[src/rtl/nonconsec_pattern_gen_pkg.sv]
// Shared types and default widths for the non-consecutive repetition pattern generator.
package nonconsec_pkg;

    localparam int DEF_CNT_W = 4;
    localparam int DEF_GAP_W = 4;

    typedef enum logic [1:0] {
        IDLE = 2'd0,
        HIT  = 2'd1,
        GAP  = 2'd2,
        DONE = 2'd3
    } gen_state_t;

endpackage

[src/rtl/nonconsec_pattern_gen_if.sv]
// Control and monitor-facing signal bundle of the pattern generator.
interface nonconsec_pattern_gen_if #(
    parameter int CNT_W = 4,
    parameter int GAP_W = 4
);
    logic             start;
    logic [CNT_W-1:0] hits;
    logic [GAP_W-1:0] gap;
    logic             decoy_en;
    logic             a;
    logic             b;
    logic             busy;
    logic             done;
    logic [CNT_W-1:0] hit_cnt;

    modport master (
        output start, hits, gap, decoy_en,
        input  a, b, busy, done, hit_cnt
    );

    modport slave (
        input  start, hits, gap, decoy_en,
        output a, b, busy, done, hit_cnt
    );
endinterface

[src/rtl/nonconsec_pattern_gen_gap_timer.sv]
// Loadable down-counter timing the idle cycles between coincidences.
module gap_timer #(
    parameter int GAP_W = 4
) (
    input  logic             clk,
    input  logic             reset,
    input  logic             load,
    input  logic [GAP_W-1:0] len,
    output logic [GAP_W-1:0] value,
    output logic             last,
    output logic [GAP_W-1:0] index
);

    always_ff @(posedge clk or posedge reset) begin
        if (reset) begin
            value <= '0;
        end else if (load) begin
            value <= len;
        end else if (value != '0) begin
            value <= value - GAP_W'(1);
        end
    end

    assign last  = (value == GAP_W'(1));
    // 1-based position inside the current gap; len must stay stable while counting
    assign index = len - value + GAP_W'(1);

endmodule

[src/rtl/nonconsec_pattern_gen.sv]
// Emits N single-cycle a&&b coincidences separated by programmable idle gaps,
// optionally filling the first gap cycles with a-only / b-only decoys.
//
// state | meaning
// IDLE  | waiting for start; a=b=0
// HIT   | one-cycle a=b=1 coincidence
// GAP   | idle/decoy cycles between coincidences
// DONE  | one-cycle done pulse
module nonconsec_pattern_gen
    import nonconsec_pkg::*;
#(
    parameter int CNT_W = DEF_CNT_W,
    parameter int GAP_W = DEF_GAP_W
) (
    input  logic                    clk,
    input  logic                    reset,
    nonconsec_pattern_gen_if.slave  ifc
);

    gen_state_t       state, state_nx;
    logic [CNT_W-1:0] hits_l;
    logic [GAP_W-1:0] gap_l;
    logic             decoy_l;
    logic             latch;
    logic             a_nx, b_nx, busy_nx, done_nx;
    logic [CNT_W-1:0] cnt_nx;
    logic             tmr_load;
    logic             tmr_last;
    logic [GAP_W-1:0] tmr_value;
    logic [GAP_W-1:0] tmr_index;
    logic [GAP_W-1:0] gap_eff;

    assign gap_eff = (ifc.gap == '0) ? GAP_W'(1) : ifc.gap;

    gap_timer #(.GAP_W(GAP_W)) u_gap_timer (
        .clk   (clk),
        .reset (reset),
        .load  (tmr_load),
        .len   (gap_l),
        .value (tmr_value),
        .last  (tmr_last),
        .index (tmr_index)
    );

    // Outputs are computed for the next state so they register on the same edge.
    always_comb begin
        state_nx = state;
        a_nx     = 1'b0;
        b_nx     = 1'b0;
        busy_nx  = 1'b0;
        done_nx  = 1'b0;
        cnt_nx   = ifc.hit_cnt;
        latch    = 1'b0;
        tmr_load = 1'b0;
        case (state)
            IDLE: begin
                if (ifc.start) begin
                    if (ifc.hits != '0) begin
                        latch    = 1'b1;
                        state_nx = HIT;
                        a_nx     = 1'b1;
                        b_nx     = 1'b1;
                        busy_nx  = 1'b1;
                        cnt_nx   = CNT_W'(1);
                    end else begin
                        done_nx = 1'b1;
                        cnt_nx  = '0;
                    end
                end
            end
            HIT: begin
                if (ifc.hit_cnt == hits_l) begin
                    state_nx = DONE;
                    done_nx  = 1'b1;
                end else begin
                    state_nx = GAP;
                    tmr_load = 1'b1;
                    busy_nx  = 1'b1;
                    a_nx     = decoy_l;
                end
            end
            GAP: begin
                busy_nx = 1'b1;
                if (tmr_last) begin
                    state_nx = HIT;
                    a_nx     = 1'b1;
                    b_nx     = 1'b1;
                    cnt_nx   = ifc.hit_cnt + CNT_W'(1);
                end else begin
                    b_nx = decoy_l && (tmr_index == GAP_W'(1));
                end
            end
            DONE: begin
                state_nx = IDLE;
            end
            default: begin
                state_nx = IDLE;
            end
        endcase
    end

    always_ff @(posedge clk or posedge reset) begin
        if (reset) begin
            state       <= IDLE;
            ifc.a       <= 1'b0;
            ifc.b       <= 1'b0;
            ifc.busy    <= 1'b0;
            ifc.done    <= 1'b0;
            ifc.hit_cnt <= '0;
        end else begin
            state       <= state_nx;
            ifc.a       <= a_nx;
            ifc.b       <= b_nx;
            ifc.busy    <= busy_nx;
            ifc.done    <= done_nx;
            ifc.hit_cnt <= cnt_nx;
        end
    end

    always_ff @(posedge clk or posedge reset) begin
        if (reset) begin
            hits_l  <= '0;
            gap_l   <= '0;
            decoy_l <= 1'b0;
        end else if (latch) begin
            hits_l  <= ifc.hits;
            gap_l   <= gap_eff;
            decoy_l <= ifc.decoy_en;
        end
    end

endmodule
[src/flat_wrapper.sv]
// flat-port wrapper written by rule: the top's interface ports become plain ports
module nonconsec_pattern_gen_flat import nonconsec_pkg::*;
#(
    parameter int CNT_W = DEF_CNT_W,
    parameter int GAP_W = DEF_GAP_W
)
  (clk, reset, ifc_start, ifc_hits, ifc_gap, ifc_decoy_en, ifc_a, ifc_b, ifc_busy, ifc_done, ifc_hit_cnt);
  nonconsec_pattern_gen_if #(.CNT_W(CNT_W), .GAP_W(GAP_W)) ifc_i ();
  input  logic clk;
  input  logic reset;
  input wire logic [$bits(ifc_i.start)-1:0] ifc_start;
  input wire logic [$bits(ifc_i.hits)-1:0] ifc_hits;
  input wire logic [$bits(ifc_i.gap)-1:0] ifc_gap;
  input wire logic [$bits(ifc_i.decoy_en)-1:0] ifc_decoy_en;
  output wire logic [$bits(ifc_i.a)-1:0] ifc_a;
  output wire logic [$bits(ifc_i.b)-1:0] ifc_b;
  output wire logic [$bits(ifc_i.busy)-1:0] ifc_busy;
  output wire logic [$bits(ifc_i.done)-1:0] ifc_done;
  output wire logic [$bits(ifc_i.hit_cnt)-1:0] ifc_hit_cnt;
  assign ifc_i.start = ifc_start;
  assign ifc_i.hits = ifc_hits;
  assign ifc_i.gap = ifc_gap;
  assign ifc_i.decoy_en = ifc_decoy_en;
  assign ifc_a = ifc_i.a;
  assign ifc_b = ifc_i.b;
  assign ifc_busy = ifc_i.busy;
  assign ifc_done = ifc_i.done;
  assign ifc_hit_cnt = ifc_i.hit_cnt;
  nonconsec_pattern_gen #(.CNT_W(CNT_W), .GAP_W(GAP_W)) u_core (.clk(clk), .reset(reset), .ifc(ifc_i));
endmodule
[config.mk]
export PLATFORM = sky130hd
export DESIGN_NAME = nonconsec_pattern_gen_flat
export DESIGN_NICKNAME = d
export VERILOG_FILES = /design/src/rtl/nonconsec_pattern_gen_pkg.sv /design/src/rtl/nonconsec_pattern_gen_if.sv /design/src/rtl/nonconsec_pattern_gen_gap_timer.sv /design/src/rtl/nonconsec_pattern_gen.sv /design/src/flat_wrapper.sv
export SDC_FILE = /design/constraint.sdc
export NUM_CORES = 1
export LEC_CHECK = 0
export CAP_MARGIN = 20
export CORE_ASPECT_RATIO = 1.1
export CORE_MARGIN = 4
export CORE_UTILIZATION = 39
export DETAILED_ROUTE_END_ITERATION = 6
export GPL_ROUTABILITY_DRIVEN = 1
export PLACE_DENSITY = 0.61
export SLEW_MARGIN = 25
export SYNTH_ARGS = -nofsm -noshare
export SYNTH_HDL_FRONTEND = slang
export SYNTH_SLANG_ARGS = --single-unit
[constraint.sdc]
create_clock -name clk -period 1.73 [get_ports clk]
set_input_delay 0.346 -clock clk [delete_from_list [all_inputs] [get_ports clk]]
set_output_delay 0.346 -clock clk [all_outputs]
set_load 0.1 [all_outputs]
==> metrics.md <==
| Metric | Value |
|---|---|
| RSZ-0062 raised after global routing | true |
| Filler Cell Count | 273 |
| Chip height | 68.99 um |
| Initial Util | 41.83% |
| Setup CP Type | flip-flop to flip-flop |
| CP max-delay cell | fa_2 |
| Routed wire length per instance | 14.16 um |
| Worst rel slew slack | 66.23% |
| Fmax | 0.5423 GHz |
| Pwr per Cell Area | 2116 nW/um^2 |
| Clk sinks | 23 |
| FP Rows | 21 |
| Util after Layout | 61.75% |
| Share of cells above drive strength 1 | 41.18% |
| Setup tns final | -125.3 ps |
| Via count of the routed design | 1034 |
| Commonest non-fill, non-tap cell in the layout | buf_4 |
| Worst-skew pair later-pin latency | 310 ps |
| Critical Path Start | u_core.u_gap_timer.value[1] |
| Worst-Margin Slew | 503.7 ps |
| Die Wd | 63.45 um |
| Worst setup margin | -114.2 ps |
| Initial DRC count | 32 |
| Number of flops mapped to enable cells by yosys | 0 |
| CTS Root Cell | clkbuf_4 |
| Vias per inst | 5.069 |
| Synth top area share | 43.64% |
| Detail Route Antenna Nets | 0 |
| Most frequent cells in the layout | buf_4 (27), dfrtp_1 (19), clkdlybuf4s50_1 (11), nand2_1 (8), buf_12 (8) |
| GRT overflow | 0 |
| First-pass GRT wire length | 5133 um |
| Hold Vio Cnt, Final | 0 |
| Detail Placement HPWL | 2222 um |
| Gr usage total | 15.57% |
| Failing checks | negative setup slack |
| 1st-pass router iterations | 4 |
| Max-Cap Viols | 0 |
| Final min period | 1844 ps |
| Worst-path cell chain | ha_4, inv_4, ha_4, fa_2, nand2b_4, nor4_2, a21o_1 |
| Seq cells post-synth | 23 |
| Final Max Tran Viols | 0 |
| Status | complete, but fails checks |
| Core area | 3153 sq um |
| Initial antenna violation count | 0 |
| Crit-path max FO | 2 |
| Max stage delay on crit path | 520 ps |
| Dominant cell type by area after synthesis | dfrtp_1 |
| Synthesized cell area | 1319 sq um |
| Syn Inst Count | 123 |
| Top_reg_cell synth | dfrtp_1 |
| CTS H-tree depth | 1 |
| Layout Skew | 9.057 ps |
| R2r setup slk | -110 ps |
| Port bufs | 19 |
| Critical path launch point type | flip-flop |
| Clock buffer count from CTS | 3 |
| CTS tree | yes |
| Die area | 4377 sq um |
| Residual DRC | 0 |
| WL final | 2889 um |
| FFs w/ async S/R, synth | 100.0% |
| Mapped Nets | 144 |
| Nets | 192 |
| Worst Hold Class | input pin to async pin |
| Top-Level Pins | 20 |
| CP Data Arrival Time | 2070 ps |
| Pin count of the biggest net entering global routing | 24 |
| YS warnings | 0 |
| Clock-pin slew on the worst setup and hold paths | 130 ps |
| Worst Path Required | 1950 ps |
| Ranking of synthesized cells by area | dfrtp_1 (44%), ha_1 (7.6%), mux2_4 (4.6%) |
| Total power | 0.004120 W |
| Synth unique cells | 39 |
| Reg-to-Reg Start | u_core.u_gap_timer.value[1] |
| Number of global-route vias before repair | 1078 |
| Static Leakage | 0.8862 nW |
| Sequential area share after synthesis | 43.64% |
| CP Capture Type | flip-flop |
| Area growth from synthesis to layout | 47.63% |
| Final worst-path cycle share | 106.6% |
| Worst vdd ir | 1006 uV |
| CTS Buffer Depth | 2 |
| Ant diodes | 0 |
| Routability-driven placement congestion ratio | 0.7663 |
| Final Setup Violations | 2 |
| Avg Inst Size Synth | 10.72 sq um |
| Most used cell along the critical path | ha_4 |
[timing repair]
item / in CTS / in global routing
resized for setup: 14 / 7
buffers inserted: 0 / 3
hold buffers: 0 / 0
pin swaps: 1 / 4
cloned: 0 / 0
endpoints found under the setup margin: 8 / 8
[power breakdown]
part	switching (W)	internal [W]
Combinational	0.00142	0.00141
Clock	0.000164	0.0000864
Sequential	0.000238	0.000803
[cell usage after synthesis (2+ instances only)]
master / number
ha_1: 8
inv_1: 9
nand3_1: 2
o21ai_0: 4
o21ai_1: 3
nand3b_1: 2
dfrtp_1: 23
nor4_1: 3
nor3_1: 3
xnor2_1: 3
mux2_4: 4
a21o_1: 2
nand2_1: 8
xor2_1: 6
mux2_2: 4
a22o_1: 2
o311ai_0: 2
nor2b_1: 2
nand2b_1: 3
a21oi_1: 4
nor2_1: 8
[cell type report]
cell class              instances  area, sq um  share of cell area (%)
clock buffers                   3        22.52                   1.157
well taps                      34        42.54                   2.185
repair buffers                 47        484.2                   24.87
inverters                       9        38.79                   1.992
clock inverters                 1        5.005                  0.2571
multi-input cells              87        765.7                   39.33
flip-flops and latches         23        588.1                   30.21
[path summary, 6_finish.rpt]
kind / end / cells past startpoint
worst max register to register: u_core.ifc.b / 7
worst max-delay path: u_core.ifc.b / 7
max in group asynchronous: u_core.ifc.hit_cnt[0] / 3
worst min register to register: u_core.hits_l[1] / 1
worst min-delay path: u_core.ifc.hit_cnt[1] / 3
min in group clk: u_core.hits_l[1] / 1
[through the flow]
stage / setup slack, ps / cells / instance area (sq um) / hold slack, ps
3_5_place_dp: -181.6 / 197 / 1809 / 491.3
4_1_cts: -136.6 / 201 / 1894 / 373.4
6_report: -114.2 / 204 / 1947 / 357.2
2_1_floorplan: -58.74 / 123 / 1340 / 347.9
3_3_place_gp: -137.5 / 197 / 1809 / 488.9
5_1_grt: -162.4 / 204 / 1947 / 382.2
[flip-flops by register name, summed over array words and instances, names as in the netlist]
register and count:
u_core.ifc.busy 1, u_core.ifc.hit_cnt 4, u_core.decoy_l 1, u_core.hits_l 4
u_core.gap_l 4, u_core.ifc.a 1, u_core.ifc.done 1, u_core.u_gap_timer.value 4
u_core.state 2, u_core.ifc.b 1
[cell families (layout without fill, tap and decap cells)]
group / count (synthesis) / count (layout) / share of synthesized area (%)
AO/OA/AOI/OAI: 19 / 19 / 10.63
multiplexers: 10 / 10 / 9.582
XOR/XNOR: 9 / 9 / 5.978
adder cells (fa/ha/maj): 9 / 9 / 9.109
flip-flops: 23 / 23 / 43.64
buffers and inverters: 13 / 60 / 4.648
AND/OR/NAND/NOR: 40 / 40 / 16.42
[critical path, delay by kind of cell (launching register included)]
kind                       cells  cell delay (ps)
AOI/OAI and AO/OA              1              180
adders and majority gates      3              950
buffers and inverters          1               30
DFF                            1              440
and+or+nand+nor                2              150
[metal layers]
metal | track usage [%] | up-vias | share of wire [%]
met5 | 0 | - | 0
met4 | 7.278 | 0 | 1.3
met3 | 2.755 | 2 | 3.9
met2 | 26.47 | 19 | 48
met1 | 19.48 | 497 | 47
li1 | - | 516 | -
Power figures use the tool's default switching activity.
